**config.mk**
```make
export PLATFORM = sky130hd
export DESIGN_NAME = pc_sn_seq_ctrl
export DESIGN_NICKNAME = d
export VERILOG_FILES = /design/src/rtl/pc_sn_seq_ctrl.sv
export SDC_FILE = /design/constraint.sdc
export NUM_CORES = 1
export LEC_CHECK = 0
export CAP_MARGIN = 20
export CORE_ASPECT_RATIO = 0.6
export CORE_UTILIZATION = 35
export DETAILED_ROUTE_END_ITERATION = 10
export GPL_TIMING_DRIVEN = 1
export PLACE_DENSITY_LB_ADDON = 0.2
export SETUP_SLACK_MARGIN = 0.4
export SLEW_MARGIN = 25
export SYNTH_ARGS = -nofsm -noshare
export SYNTH_HDL_FRONTEND = slang
export SYNTH_HIERARCHICAL = 1
export SYNTH_SLANG_ARGS = --single-unit
```
**constraint.sdc**
```tcl
create_clock -name clk -period 15.5 [get_ports clk]
set_clock_uncertainty 0.05 [all_clocks]
set_input_delay 3.1 -clock clk [delete_from_list [all_inputs] [get_ports clk]]
set_output_delay 3.1 -clock clk [all_outputs]
set_load 0.03 [all_outputs]
```
**src/rtl/pc_sn_seq_ctrl.sv**
```systemverilog
// Sequential popcount: one 15:4 sorting-network slice walks an operand.
// Ports: clk, rst_n, clear, in_valid/in_ready/in_data, out_valid/out_ready/out_count, busy.

module pc_sn_15_4 (
  input  logic [14:0] bits,
  output logic [3:0]  count
);

  // Odd-even transposition sort pushes all ones to the low end,
  // turning the input into a thermometer code of its popcount.
  function automatic logic [3:0] sn_count(input logic [14:0] b);
    logic [14:0] s;
    logic        hi;
    logic        lo;
    logic [3:0]  c;
    s = b;
    for (int st = 0; st < 15; st++) begin
      for (int i = st % 2; i < 14; i += 2) begin
        hi     = s[i] | s[i+1];
        lo     = s[i] & s[i+1];
        s[i]   = hi;
        s[i+1] = lo;
      end
    end
    c = 4'd0;
    for (int k = 0; k < 15; k++) begin
      if (s[k]) c = 4'(k + 1);
    end
    return c;
  endfunction

  assign count = sn_count(bits);

endmodule

module pc_sn_seq_ctrl #(
  parameter  int SLICES = 4,
  localparam int IN_W   = 15 * SLICES,
  localparam int CW     = $clog2(IN_W + 1)
) (
  input  logic            clk,
  input  logic            rst_n,
  input  logic            clear,
  input  logic            in_valid,
  output logic            in_ready,
  input  logic [IN_W-1:0] in_data,
  output logic            out_valid,
  input  logic            out_ready,
  output logic [CW-1:0]   out_count,
  output logic            busy
);

  localparam int IW = (SLICES > 1) ? $clog2(SLICES) : 1;

  typedef enum logic [1:0] {
    IDLE,
    RUN,
    DONE
  } state_t;

  state_t          state;
  logic [IW-1:0]   idx;
  logic [CW-1:0]   acc;
  logic [IN_W-1:0] opnd;
  logic [14:0]     slice;
  logic [3:0]      cnt;
  logic [CW-1:0]   cnt_ext;
  logic            last;
  logic            accept;

  assign slice   = opnd[15*idx +: 15];
  assign cnt_ext = {{(CW-4){1'b0}}, cnt};
  assign last    = (idx == IW'(SLICES - 1));

  assign in_ready = (state == IDLE) |
                    ((state == DONE) & out_ready & ~clear);
  assign accept   = in_valid & in_ready & ~clear;

  assign out_count = acc;

  pc_sn_15_4 u_slice (
    .bits  (slice),
    .count (cnt)
  );

  always_ff @(posedge clk or negedge rst_n) begin
    if (!rst_n) begin
      state     <= IDLE;
      idx       <= '0;
      acc       <= '0;
      opnd      <= '0;
      out_valid <= 1'b0;
      busy      <= 1'b0;
    end else if (clear) begin
      state     <= IDLE;
      idx       <= '0;
      acc       <= '0;
      out_valid <= 1'b0;
      busy      <= 1'b0;
    end else if (accept) begin
      // Also covers DONE: result taken and next operand loaded together.
      opnd      <= in_data;
      idx       <= '0;
      acc       <= '0;
      state     <= RUN;
      out_valid <= 1'b0;
      busy      <= 1'b1;
    end else begin
      unique case (state)
        IDLE: ;
        RUN: begin
          acc <= acc + cnt_ext;
          if (last) begin
            idx       <= '0;
            state     <= DONE;
            out_valid <= 1'b1;
            busy      <= 1'b0;
          end else begin
            idx <= idx + 1'b1;
          end
        end
        DONE: begin
          if (out_ready) begin
            state     <= IDLE;
            out_valid <= 1'b0;
          end
        end
        default: begin
          state     <= IDLE;
          out_valid <= 1'b0;
          busy      <= 1'b0;
        end
      endcase
    end
  end

endmodule

```
## After elaboration in Yosys (flattened, before gate mapping)

Index checks and enable logic that the tools add are counted.

| operators by class | value |
|---|---|
| multiply operators | 1 |
| bitwise gates (word level) | 216 |
| equal/unequal tests | 7 |
| add/sub/neg operators | 2 |
| reductions and logical operators | 6 |
| muxes and demuxes | 36 |
| shift operators | 1 |

Operators with widths:

| cell | number |
|---|---|
| bitwise AND 1 bit | 109 |
| bitwise OR 1 bit | 106 |
| variable part select 60 x 7 -> 15 bit | 1 |
| two-way mux 4 bit | 8 |
| two-way mux 2 bit | 10 |
| two-way mux 6 bit | 3 |
| two-way mux 3 bit | 4 |
| two-way mux 1 bit | 8 |
| != test 4 bit (second input constant) | 2 |
| adder 6 x 4 -> 6 bit | 1 |
| multiplier 4 x 2 -> 6 bit (first input constant) | 1 |
| one-hot mux 2 bit (3 select lines) | 1 |
| == test 2 bit (second input constant) | 2 |
| AND reduction 2 bit | 2 |
| != test 3 x 1 -> 1 bit (second input constant) | 1 |
| != test 3 bit (second input constant) | 1 |
| one-hot mux 1 bit (3 select lines) | 1 |
| AND reduction 3 bit | 1 |
| nonzero test 3 bit | 1 |
| adder 2 x 1 -> 2 bit (second input constant) | 1 |
| == test 2 x 1 -> 1 bit (second input constant) | 1 |
| logical NOT 2 bit | 1 |
| one-hot mux 1 bit (2 select lines) | 1 |
| OR reduction 2 bit | 1 |
| NOT 1 bit | 1 |

| storage, ports and cells | value |
|---|---|
| bits in registers | 72 |
| input bits | 65 |
| output and inout port bits | 9 |

## Longest topological paths before layout

Gate-level depths: netlist of the first run.

| depth | value |
|---|---|
| depth in word-level cells | 36 |
| depth in mapped cells | 23 |
| gate-level depth less buffers | 20 |

## By module

Netlist of the first run, hierarchy kept.

Modules (own cells, without submodules):

| module | seq. area each (um^2) | times used | cells an instance | area an instance (um^2) |
|---|---|---|---|---|
| pc_sn_seq_ctrl | 1776.7 | 1 | 206 | 3524.6 |
| pc_sn_15_4 | 0.0 | 1 | 228 | 1549.0 |

## Worst setup path after synthesis of the first run

Ideal clock, no wire load.

| path | value |
|---|---|
| path kind | input port to output port |
| start point | input clear |
| end point | output in_ready |
| setup slack | 8.633 ns |
| cell stages on the path | 3 |
| required time | 12.350 ns |
| data arrival time | 3.717 ns |
| cells stage by stage | inv_1 nand2_1 a21oi_1 |

| between the ends | value |
|---|---|
| word-level cells in the longest chain between the ends | 3 |

Ends and longest elaborated chain:

| item | RTL line | RTL |
|---|---|---|
| start: declaration | 43 | `input logic clear,` |
| NOT 1 bit (no line) | n/a |  |
| bitwise AND 1 bit | 76 | `((state == DONE) & out_ready & ~clear);` |
| bitwise OR 1 bit | 75 | `assign in_ready = (state == IDLE) \|` |
| end: declaration | 45 | `output logic in_ready,` |

Every way passes these cells.

## Worst setup path after layout of the first run

Ends and elaborated chain as after synthesis.

==> insert_results.sql, run 1 <==
INSERT INTO impl_metrics (metric_group, metric, value, unit) VALUES
('status', 'run_status', 'finished clean', ''),
('setup_path', 'worstSetupStartpoint', 'clear', ''),
('drt', 'wl', '11800', 'µm'),
('timing', 'layout_min_cycle_time', '7760', 'ps'),
('worst_hold_path', 'worst_hold_path_type', 'register to register', ''),
('drt', 'drtIter0Drc', '166', ''),
('die', 'design.core.area', '13900', 'µm²'),
('yosys', 'synth_seq_area_share', '35.0', '%'),
('drt', 'drc_errors', '0', ''),
('job', 'maxCapViolCount', '0', ''),
('timing', 'finalHoldViolations', '0', ''),
('yosys', 'synth_enable_flop_cells', '0', ''),
('yosys', 'synth_nets', '506', ''),
('finish', 'fillCellCount', '1277', ''),
('clock_network', 'cts_max_level', '3', ''),
('finish', 'flow.area_growth_from_synthesis', '20.9', '%'),
('clock_network', 'cts_setup_buffers', '0', ''),
('place', 'dp_hpwl', '8600', 'µm'),
('power', 'cellLeakagePower', '0.00240', 'µW'),
('yosys', 'avgSynthCellArea', '11.7', 'µm²'),
('finish', 'ratio_of_cells_with_drive_above_1_in_the_final_layout', '26.3', '%'),
('setup_path', 'path_max_fanout', '6', ''),
('place', 'dp_worst_setup_slack', '7740', 'ps'),
('timing', 'actual_transition_at_the_worst_max_transition_pin', '901', 'ps'),
('die', 'die_y', '95.3', 'µm'),
('setup_path', 'worst_r2r_src', 'idx[1]$_DFFE_PN0P_', ''),
('setup_path', 'worst_path_arrival_time', '4610', 'ps'),
('die', 'floorplan.die.width', '157', 'µm'),
('yosys', 'ys_ff_latch', '71', ''),
('clock_network', 'cts_max_path_buffers', '2', ''),
('timing', 'period_share', '50.1', '%'),
('die', 'io_pins', '74', ''),
('setup_path', 'critical_path_endpoint_category', 'output port', ''),
('timing', 'fin_setup_tns', '0', 'ps'),
('clock_network', 'clock-sinks', '71', ''),
('timing', 'finalWorstSetupSlack', '7740', 'ps'),
('timing', 'max_clock_freq', '129', 'MHz'),
('grt', 'number_of_global_route_vias_before_repair', '3887', ''),
('timing', 'number_of_pins_exceeding_their_max_slew_limit_in_the_final_report', '0', ''),
('finish', 'area_occupied_by_multi_input_gates', '3080', 'µm²'),
('timing', 'finalSetupViolations', '0', ''),
('finish', 'final_cell_mix', 'clkdlybuf4s50_1, dfrtp_1, mux2_4, nor2_1, nand2_1', ''),
('die', 'dieArea', '15000', 'µm²'),
('clock_network', 'clk_pin_slew', '50', 'ps'),
('finish', 'fraction_of_the_core_area_covered_by_cells_at_the_end_of_the_flow', '44.1', '%'),
('finish', 'design_area', '6130', 'µm²'),
('clock_network', 'cts.root.buffer_cell', 'clkbuf_16', ''),
('setup_path', 'worstSetupStartpointType', 'input port', ''),
('drt', 'num_vias', '3840', ''),
('yosys', 'post_synth_instance_area', '5070', 'µm²'),
('grt', 'grt.total_usage', '17.2', '%'),
('place', 'postPlaceCellArea', '5860', 'µm²'),
('clock_network', 'tritoncts', 'yes', ''),
('finish', 'finish.net_count', '576', ''),
('finish', 'layout_commonest_cell', 'clkdlybuf4s50_1', ''),
('clock_network', 'clkLatencyLatePin', '330', 'ps'),
('clock_network', 'cts_hold_buf', '0', ''),
('drt', 'detailedRoute.firstPassIterationCount', '5', ''),
('grt', 'number_of_antenna_violations_at_the_first_check_in_global_routing', '0', ''),
('finish', 'diodes', '0', ''),
('yosys', 'postSynth.asyncResetShare', '100', '%'),
('place', 'port-buffer-count', '73', ''),
('clock_network', 'tritoncts.num_buffers', '9', ''),
('power', 'power_density', '154', 'nW/µm²'),
('place', 'final_weighted_congestion_in_routability_driven_placement', '0.794', ''),
('drt', 'routed_wire_length_per_instance', '16.8', 'µm'),
('drt', 'ant_nets', '0', ''),
('timing', 'rsz0062_at_grt', 'false', ''),
('grt', 'global_route_wire_length_before_repair', '20000', 'µm'),
('grt', 'grt_start_max_net_pins', '72', ''),
('die', 'effective_utilization_at_floorplan', '36.5', '%'),
('power', 'p_total', '943', 'µW'),
('drt', 'drt-vias-per-instance', '5.48', ''),
('die', 'placementRows', '33', ''),
('grt', 'grt.overflow.total', '0', ''),
('clock_network', 'ctsResizeCount', '0', ''),
('yosys', 'netlist_instances', '434', ''),
('setup_path', 'worstSetupPathType', 'input port to output port', ''),
('yosys', 'synth_warnings', '6', ''),
('power', 'peakVddDrop', '0.0759', 'mV'),
('finish', 'seqCellArea', '1780', 'µm²'),
('timing', 'slew-limit-headroom', '40.0', '%'),
('yosys', 'yosysUniqueCellTypes', '85', ''),
('yosys', 'dominantRegCellSynth', 'dfrtp_1', ''),
('setup_path', 'crit_required', '12350', 'ps'),
('worst_hold_path', 'hold_path_startpoint', 'opnd[22]$_DFFE_PN0P_', '');
==> metal layers <==
metal	global-route usage [%]	part of all wire [%]
met3	4.45	5.9
met4	3.40	0.44
met5	0	0
met2	24.9	40
met1	25.5	53
==> cell usage after synthesis, types with 6 or more instances <==
cell type   n  area share [%]
nand2b_1    9             1.1
o21ai_0    13             1.3
dfrtp_1    71              35
nand2_1    26             1.9
a22oi_1     9             1.3
a21oi_1    22             2.2
or3_1       6            0.74
a22o_1      6             1.0
mux2_4     59              17
o21ai_1     6            0.59
ha_1        6             1.5
nor3_1      7            0.69
nor2_1     34             2.5
buf_12      6             2.4
mux4_2     15             6.7
o22ai_1     6            0.74
nand3_1     8            0.79
==> metrics by stage <==
| stage | instances | hold WS, ps |
|---|---|---|
| finish | 701 | 436 |
| floorplan | 434 | 403 |
| detailed placement | 685 | 428 |
| CTS | 701 | 441 |
| global placement | 685 | 419 |
| global route | 701 | 453 |
==> worst paths after layout <==
| kind | cells past startpoint | end | slack [ps] |
|---|---|---|---|
| worst max-delay path | 5 | in_ready | 7740 |
| worst min-delay path | 1 | opnd[22]$_DFFE_PN0P_ | 440 |
| worst max register to register | 17 | out_count[4]$_DFFE_PN0P_ | 9700 |
| worst min register to register | 1 | opnd[22]$_DFFE_PN0P_ | 440 |
| max in group asynchronous | 2 | out_count[5]$_DFFE_PN0P_ | 11880 |
| min in group asynchronous | 2 | opnd[11]$_DFFE_PN0P_ | 2920 |
==> registers in the layout, summed over array words and instances, names as in the netlist <==
| name | count |
|---|---|
| out_count | 6 |
| busy | 1 |
| idx | 2 |
| state | 2 |
| opnd | 60 |
==> where the power goes <==
group          internal (µW)  switching [µW]
sequential               225            24.2
clock                    112            78.0
combinational            222             281
total                    559             384
==> cell families after synthesis <==
| logic type | after synthesis | share of synthesized area (%) |
|---|---|---|
| XOR/XNOR | 2 | 0.345 |
| AND/OR/NAND/NOR | 118 | 12.0 |
| AO/OA/AOI/OAI | 134 | 20.8 |
| flip-flops | 71 | 35.0 |
| adder cells (fa/ha/maj) | 10 | 2.49 |
| multiplexers | 78 | 25.0 |
| buffers and inverters | 21 | 4.34 |
==> worst max-delay path, cell delays in order <==
cell	delay [ps]
clkdlybuf4s50_1	500
inv_1	130
nand2_1	50
a21oi_1	140
clkdlybuf4s50_1	690
==> cell type report <==
type / instances / area share (%)
clock buffer: 11 / 3.96
clock inverter: 5 / 0.551
inverter: 4 / 0.245
multi-input combinational: 342 / 50.2
sequential: 71 / 29.0
tap: 192 / 3.92
timing repair buffer: 76 / 12.2
(Power assumes the default switching activity.)
==> inputs of run 2 (changes only) <==
clock period = 6.3 ns   (was 15.5 ns; I/O delays follow)
==> run 2 against run 1 <==
Setup slack got worse by 7000 ps. Count of clock-buffer cells in the layout decreased by 2. Hold slack improved by 5.4 ps. Critical path type is now register to register. Clock power increased to 2.7 times the previous value. Sequential power rose by 150%. Non-clock buffer count grew 1. Die area unchanged. Utilization is 0.33 points higher. Design area rose by 0.75%. Wire length is 1.2% higher.
==> insert_results.sql, run 2 (synthesized netlist as in run 1, its figures left out) <==
INSERT INTO impl_metrics (metric_group, metric, value, unit) VALUES
('status', 'run_status', 'finished clean', ''),
('setup_path', 'r2r_cells', '18', ''),
('timing', 'max_clock_freq', '180', 'MHz'),
('power', 'peakVddDrop', '0.172', 'mV'),
('finish', 'area_occupied_by_multi_input_gates', '3080', 'µm²'),
('timing', 'finalHoldViolations', '0', ''),
('clock_network', 'cts_hold_buf', '0', ''),
('timing', 'number_of_pins_exceeding_their_max_slew_limit_in_the_final_report', '0', ''),
('worst_hold_path', 'min_path_cells', '1', ''),
('grt', 'global_route_wire_length_before_repair', '19900', 'µm'),
('setup_path', 'worstSetupStartpointType', 'register', ''),
('drt', 'detailedRoute.firstPassIterationCount', '7', ''),
('timing', 'fin_setup_tns', '0', 'ps'),
('power', 'cellLeakagePower', '0.00241', 'µW'),
('finish', 'layout_commonest_cell', 'clkdlybuf4s50_1', ''),
('setup_path', 'critical_path_endpoint_category', 'register', ''),
('setup_path', 'r2r_slack', '740', 'ps'),
('setup_path', 'worst_r2r_src', 'idx[0]$_DFFE_PN0P_', ''),
('setup_path', 'reg2reg_capture_point', 'out_count[3]$_DFFE_PN0P_', ''),
('drt', 'routed_wire_length_per_instance', '16.9', 'µm'),
('drt', 'drc_errors', '0', ''),
('timing', 'actual_transition_at_the_worst_max_transition_pin', '901', 'ps'),
('grt', 'grt.overflow.total', '0', ''),
('finish', 'largest_reg_flops', '60', ''),
('die', 'design.core.area', '13900', 'µm²'),
('finish', 'fillCellCount', '1288', ''),
('clock_network', 'cts_max_level', '3', ''),
('finish', 'final_cell_mix', 'clkdlybuf4s50_1, dfrtp_1, mux2_4, nor2_1, nand2_1', ''),
('clock_network', 'tritoncts', 'yes', ''),
('die', 'dieArea', '15000', 'µm²'),
('grt', 'number_of_antenna_violations_at_the_first_check_in_global_routing', '0', ''),
('clock_network', 'cts_max_path_buffers', '2', ''),
('worst_hold_path', 'timing.hold.worst_endpoint', 'opnd[22]$_DFFE_PN0P_', ''),
('drt', 'wl', '11900', 'µm'),
('clock_network', 'cts.root.buffer_cell', 'clkbuf_16', ''),
('die', 'io_pins', '74', ''),
('grt', 'grt.total_usage', '17.1', '%'),
('clock_network', 'clkLatencyLatePin', '330', 'ps'),
('job', 'maxCapViolCount', '0', ''),
('timing', 'finalWorstSetupSlack', '739', 'ps'),
('place', 'dp_worst_setup_slack', '663', 'ps'),
('die', 'floorplan.die.width', '157', 'µm'),
('timing', 'period_share', '88.3', '%'),
('setup_path', 'crit_required', '6480', 'ps'),
('place', 'place.detailed.instances', '686', ''),
('place', 'final_weighted_congestion_in_routability_driven_placement', '0.865', ''),
('finish', 'stdcell_count', '702', ''),
('place', 'postPlaceCellArea', '5860', 'µm²'),
('clock_network', 'clk_pin_slew', '60', 'ps'),
('finish', 'flow.area_growth_from_synthesis', '21.8', '%'),
('finish', 'design_area', '6180', 'µm²'),
('setup_path', 'path_max_fanout', '12', ''),
('clock_network', 'clock-sinks', '71', ''),
('worst_hold_path', 'worst_hold_path_type', 'register to register', ''),
('die', 'die_y', '95.3', 'µm'),
('timing', 'layout_min_cycle_time', '5560', 'ps'),
('place', 'port-buffer-count', '73', ''),
('timing', 'rsz0062_at_grt', 'false', ''),
('drt', 'drt-vias-per-instance', '5.45', ''),
('finish', 'largest_register', 'opnd', ''),
('finish', 'seqCellArea', '1780', 'µm²'),
('power', 'p_total', '2360', 'µW'),
('place', 'dp_hpwl', '8780', 'µm'),
('drt', 'drtIter0Drc', '200', ''),
('setup_path', 'worst_path_arrival_time', '5740', 'ps'),
('timing', 'finalSetupViolations', '0', ''),
('die', 'placementRows', '33', ''),
('clock_network', 'tritoncts.num_buffers', '9', ''),
('setup_path', 'worstSetupPathType', 'register to register', ''),
('die', 'effective_utilization_at_floorplan', '36.5', '%'),
('grt', 'number_of_global_route_vias_before_repair', '3885', ''),
('drt', 'ant_nets', '0', ''),
('grt', 'grt_start_max_net_pins', '72', ''),
('timing', 'slew-limit-headroom', '40.0', '%'),
('finish', 'ratio_of_cells_with_drive_above_1_in_the_final_layout', '27.1', '%'),
('finish', 'finish.net_count', '577', ''),
('worst_hold_path', 'hold_path_startpoint', 'opnd[22]$_DFFE_PN0P_', ''),
('power', 'power_density', '382', 'nW/µm²'),
('drt', 'num_vias', '3826', ''),
('finish', 'diodes', '0', '');
-- run 2: changes by cell type in the layout (fill, tap and decap cells not counted), sizes merged --
| cell | previous run | this run |
|---|---|---|
| clkinvlp | 2 | 3 |
| clkbuf | 11 | 9 |
| inv | 4 | 7 |
| clkinv | 3 | 0 |
| bufinv | 0 | 1 |
| buf | 4 | 5 |
-- run 2: area by class of cell --
| cell class | count | share of cell area, % |
|---|---|---|
| Multi-Input combinational cell | 342 | 49.9 |
| Sequential cell | 71 | 28.8 |
| Timing Repair Buffer | 77 | 12.3 |
| Tap cell | 192 | 3.89 |
| Clock buffer | 9 | 3.64 |
| Clock inverter | 7 | 1.28 |
| Inverter | 4 | 0.243 |
-- run 2: critical path, stage by stage (launching register included) --
cell,delay (ps)
dfrtp_1,520
buf_6,250
mux4_2,620
o31ai_2,360
a21oi_1,220
a311o_2,450
a21oi_4,290
nand3_2,130
a21o_1,190
and4_4,180
a2111oi_4,420
mux2_4,330
a311o_1,360
o221ai_2,100
ha_1,290
a21o_1,160
a211oi_1,230
a21oi_1,70
a22o_1,200
-- run 2: stage by stage --
stage | utilization [%] | hold slack (ps)
finish | 44.4 | 441
detailed placement | 42.1 | 438
global placement | 42.1 | 427
global route | 44.4 | 473
floorplan | - | 403
CTS | 44.3 | 451
-- run 2: repair_timing --
| item | 4_1_cts | 5_1_grt |
|---|---|---|
| gates resized for setup | 0 | 3 |
| buffers inserted | 0 | 0 |
| setup endpoints to repair | 0 | 3 |
-- run 2: where the power goes --
| group | switching, µW | total, µW | internal [µW] |
|---|---|---|---|
| registers | 67.5 | 621 | 553 |
| clock network | 205 | 515 | 310 |
| logic | 682 | 1230 | 545 |
-- run 2: layer usage --
metal | track usage [%] | vias up | routed length, µm
met1 | 26.1 | 1870 | 6410
li1 | - | 1828 | -
met2 | 24.3 | 126 | 4770
met3 | 4.23 | 2 | 693
met5 | 0 | - | 0
met4 | 3.07 | 0 | 24
-- run 2: how the worst max path moves through the flow --
stage	start	endpoint	slack (ps)	cells past startpoint
after CTS	idx[0]$_DFFE_PN0P_	out_count[5]$_DFFE_PN0P_	660	18
after global placement	idx[0]$_DFFE_PN0P_	out_count[3]$_DFFE_PN0P_	890	18
after detailed placement	idx[0]$_DFFE_PN0P_	out_count[5]$_DFFE_PN0P_	660	18
after floorplan	idx[0]$_DFFE_PN0P_	out_count[3]$_DFFE_PN0P_	1060	19
final	idx[0]$_DFFE_PN0P_	out_count[3]$_DFFE_PN0P_	740	18
after global routing	idx[0]$_DFFE_PN0P_	out_count[5]$_DFFE_PN0P_	400	18
==> RTL change 1 (flow settings as in run 2) <==
`SLICES`: 4 -> 2.
--- a/src/rtl/pc_sn_seq_ctrl.sv
+++ b/src/rtl/pc_sn_seq_ctrl.sv
@@ -36,3 +36,3 @@
 module pc_sn_seq_ctrl #(
-  parameter  int SLICES = 4,
+  parameter  int SLICES = 2,
   localparam int IN_W   = 15 * SLICES,
Interface: changed (resized in_data and out_count); port bits go from 74 to 43. No check against the original RTL was run, so the function may have changed too.
==> RTL change 1 against run 2 <==
  * Power decreased by 29%
  * Maximum frequency up 8.0%
  * Sequential cell count down 32
  * First-iteration DRC count decreased by 20%
  * Cell area shrank 33%
  * Clock power fell by 53%
  * Wire length decreased by 33%
  * Setup slack gained 0.41 ns
  * Via count down 23%
  * Cell count shrank 25%
  * Die area decreased by 30%
  * Area after synthesis fell by 30%
  * Critical path type unchanged
  * Critical endpoint unchanged
  * Highest routed layer unchanged
==> RTL change 1: results (changes against run 2) <==
WL met1=4280 µm (-33%); maximum VDD drop=0.000141 V (-18%); first-pass GRT wire length=13900 µm (-30%); Post-synth top flop=dfrtp_1; Placed Area=3980 µm² (-32%); register area share after synthesis=27.7% (-7.3 points); Worst-Margin Slew=0.863 ns (-0.0378 ns); Synth Net Count=399 (-21%); vias in the first global route=2749 (-29%); CTS root buf=clkbuf_16; Final HPWL DP=6170 µm (-30%); antenna cell count=0 (unchanged); met3 WL=401 µm (-42%); cts repair resizes=0 (unchanged); drt wl/cell=15.1 µm (-11%); Commonest cells post-synth=39 x dfrtp_1, 36 x nor2_1, 29 x mux2_4; deepest clock path buffer count=2 (unchanged); crit path DAT=5.27 ns (-0.47 ns); HP Class=reg2reg; antenna violations before repair=0 (unchanged); final non-filler cell total=526 (-25%); status=finished, final reports clean; CP max stage delay=0.61 ns; Reg clk slew, reported paths=0.06 ns (about the same); Syn. warnings=6 (unchanged); Nets=436 (-24%); met2 Use GR=23.7% (-0.60 points); Max H-tree Level=2 (-1); share of cells above drive strength 1=24.5% (-2.6 points); Num CTS Buffers=5 (-4); max reg flops=30 (-50%); setup repair bufs after CTS=0 (unchanged); Biggest register=opnd; GR Util met3=3.75% (-0.48 points); dominant cells by area after synthesis=dfrtp_1 28%, mux2_4 12%, mux2_2 5.4%; largest net degree at the start of global routing=40 (-44%); routability cong.=0.824 (-4.7%); Clk Latency, worst-skew pair=0.28 ns (-0.05 ns); gr usage total=16.4% (-0.78 points); I/O Buffers=42 (-42%); Cells after Synth=358 (-18%); slowest CP cell=dfrtp_2; Synth async-reset ratio=100% (unchanged); drt via density=5.63 (+3.4%); unique cell type count in the Yosys netlist=80 (-5.9%); Routed met2 length=3220 µm (-32%); met1 Track Usage GR=24.5% (-1.5 points); Inst Count DP=518 (-24%); DRT Pass-1 Iters=4 (-3); Filler Cell Count=917 (-29%); Max FO, Critical Path=18 (+6); Starting DRT DRC Count=161 (-20%); Leak=1.55 nW (-36%)
## RTL change 1: logic make-up (layout without fill, tap and decap cells)
kind of cell    after synthesis  after routing  share of synthesized area [%]
xor+xnor                      4              4                          0.993
flops                        39             39                           27.7
simple gates                119            119                           17.9
compound gates              123            123                           27.9
fa+ha+maj                     9              9                           3.23
mux                          47             47                           18.1
buf+inv                      17             55                           4.26
## RTL change 1: power breakdown
group	leakage [nW]	internal, W	switching, W
Combinational	1.01	0.000454	0.000620
Clock	0.0679	0.000146	0.0000952
Sequential	0.472	0.000309	0.0000419
Total	1.55	0.000909	0.000757
## RTL change 1: path summary, 6_finish.rpt
kind | start | end | slack, ns | cells past startpoint
hold reg to reg | opnd[21] | opnd[21] | 0.45 | 1
hold / removal | opnd[21] | opnd[21] | 0.45 | 1
min in group asynchronous | rst_n | busy | 1.04 | 1
setup reg to reg | idx | out_count[3] | 1.15 | 17
max in group asynchronous | rst_n | idx | 4.57 | 1
setup / recovery | idx | out_count[3] | 1.15 | 17
## RTL change 1: layout make-up
type | instances | area, µm² | area share, %
repair buffers | 43 | 423 | 10.3
well taps | 130 | 163 | 3.95
clock buffers | 7 | 133 | 3.22
multi-input cells | 302 | 2400 | 58.3
flip-flops and latches | 39 | 977 | 23.7
clock inverters | 1 | 5.00 | 0.122
inverters | 4 | 15.0 | 0.365
## RTL change 1: through the flow
step           utilization [%]  worst slack (ns)
2_1_floorplan                -              1.43
3_3_place_gp              42.1             0.940
3_5_place_dp              42.1             0.902
4_1_cts                   43.5             0.896
5_1_grt                   43.5             0.630
6_report                  43.5              1.15
==> RTL change 2 (settings of run 2) <==
Without the edit above. Reset style: synchronous (`rst_n`), changed in one clocked block.
--- a/src/rtl/pc_sn_seq_ctrl.sv
+++ b/src/rtl/pc_sn_seq_ctrl.sv
@@ -85,3 +85,3 @@
 
-  always_ff @(posedge clk or negedge rst_n) begin
+  always_ff @(posedge clk) begin
     if (!rst_n) begin
Function: differs if rst_n is asserted again (counterexample within 4 cycles, from zero or initial values and one cycle with rst_n low); with rst_n held inactive, the same outputs for 4 cycles.
==> RTL change 2 against run 2 <==
  * Sequential share of layout area is 4.5 points lower
  * First-iteration DRC count grew 42%
  * Area after synthesis fell by 6.1%
  * Wire length is 5.8% higher
  * Setup slack improved by 0.17 ns
  * Via count up 17%
  * Cell area fell by 4.9%
  * Sequential cell count unchanged
  * Largest cell class unchanged
Power is not compared: it rests on default switching activity, and its combinational part moved more than twofold at a synthesized area within 25%.
==> RTL change 2: results (changes against run 2) <==
status=finished, final reports clean; DRT Pass-1 Iters=6 (-1); mux cell area share after synthesis=7.62% (-17 points); Commonest cells post-synth=153 x nand2_1, 71 x dfxtp_1, 60 x a21boi_1; antenna violations before repair=1 (+1); Post-synth top flop=dfxtp_1; met3 WL=562 µm (-19%); Routed met2 length=5160 µm (+8.2%); vias in the first global route=4360 (+12%); Max FO, Critical Path=17 (+5); largest net degree at the start of global routing=62 (-14%); Synth Net Count=648 (+28%); gr usage total=18.9% (+1.8 points); met1 Track Usage GR=27.8% (+1.7 points); Synth Area in XOR/XNOR=0.368% (+0.022 points); dominant cells by area after synthesis=dfxtp_1 30%, nand2_1 12%, a21boi_1 9.5%; total power=0.00125 W; post-synthesis compound-gate area fraction=31.9% (+11 points); share of cells above drive strength 1=12.7% (-14 points); WL met1=6770 µm (+5.6%); maximum VDD drop=0.000110 V; Synth async-reset ratio=0% (-100 points); cts repair resizes=0 (unchanged); unique cell type count in the Yosys netlist=79 (-7.1%); Nets=705 (+22%); Final HPWL DP=9520 µm (+8.4%); GR Util met3=4.21% (-0.016 points); register area share after synthesis=29.8% (-5.2 points); pre-CTS setup slack=0.663 ns (+0.000140 ns); adder-cell share of the synthesized area=2.65% (+0.16 points); first-pass GRT wire length=21500 µm (+7.7%); Worst-Margin Slew=0.623 ns (-0.278 ns); drt via density=5.56 (+2.0%); Biggest register=opnd; crit path DAT=5.57 ns (-0.17 ns); Starting DRT DRC Count=284 (+42%); antenna cell count=0 (unchanged); drt wl/cell=15.6 µm (-8.1%); Highest Signal Layer=met4; Hold Crit Depth=2 (+1); routability cong.=0.836 (-3.4%)
## RTL change 2: cell types whose count changed in the layout (fill, tap and decap cells not counted), sizes merged, moves of 3 or more
cell,before,now
a21boi,2,61
a21oi,27,30
a22o,7,2
dfrtp,71,0
dfxtp,0,71
mux2,62,1
nand2,27,154
## RTL change 2: cell type report
class                      count  area, µm²
clock buffer                   9        225
timing repair buffer          77        761
fill                        1290       7180
inverter                       3       11.3
clock inverter                 7        103
tap                          170        213
sequential                    71       1420
multi-input combinational    471       3140
## RTL change 2: per-stage QoR
step	instances	instance area (µm²)
final	808	5880
after detailed placement	792	5540
after global routing	808	5880
after floorplan	576	4760
after CTS	808	5870
after global placement	792	5540
## RTL change 2: final timing paths
kind                               start      endpoint  slack (ns)
worst max-delay path              idx[1]  out_count[5]        0.91
worst min-delay path            opnd[28]      opnd[28]        0.40
worst max register to register    idx[1]  out_count[5]        0.91
worst min register to register  opnd[28]      opnd[28]        0.40
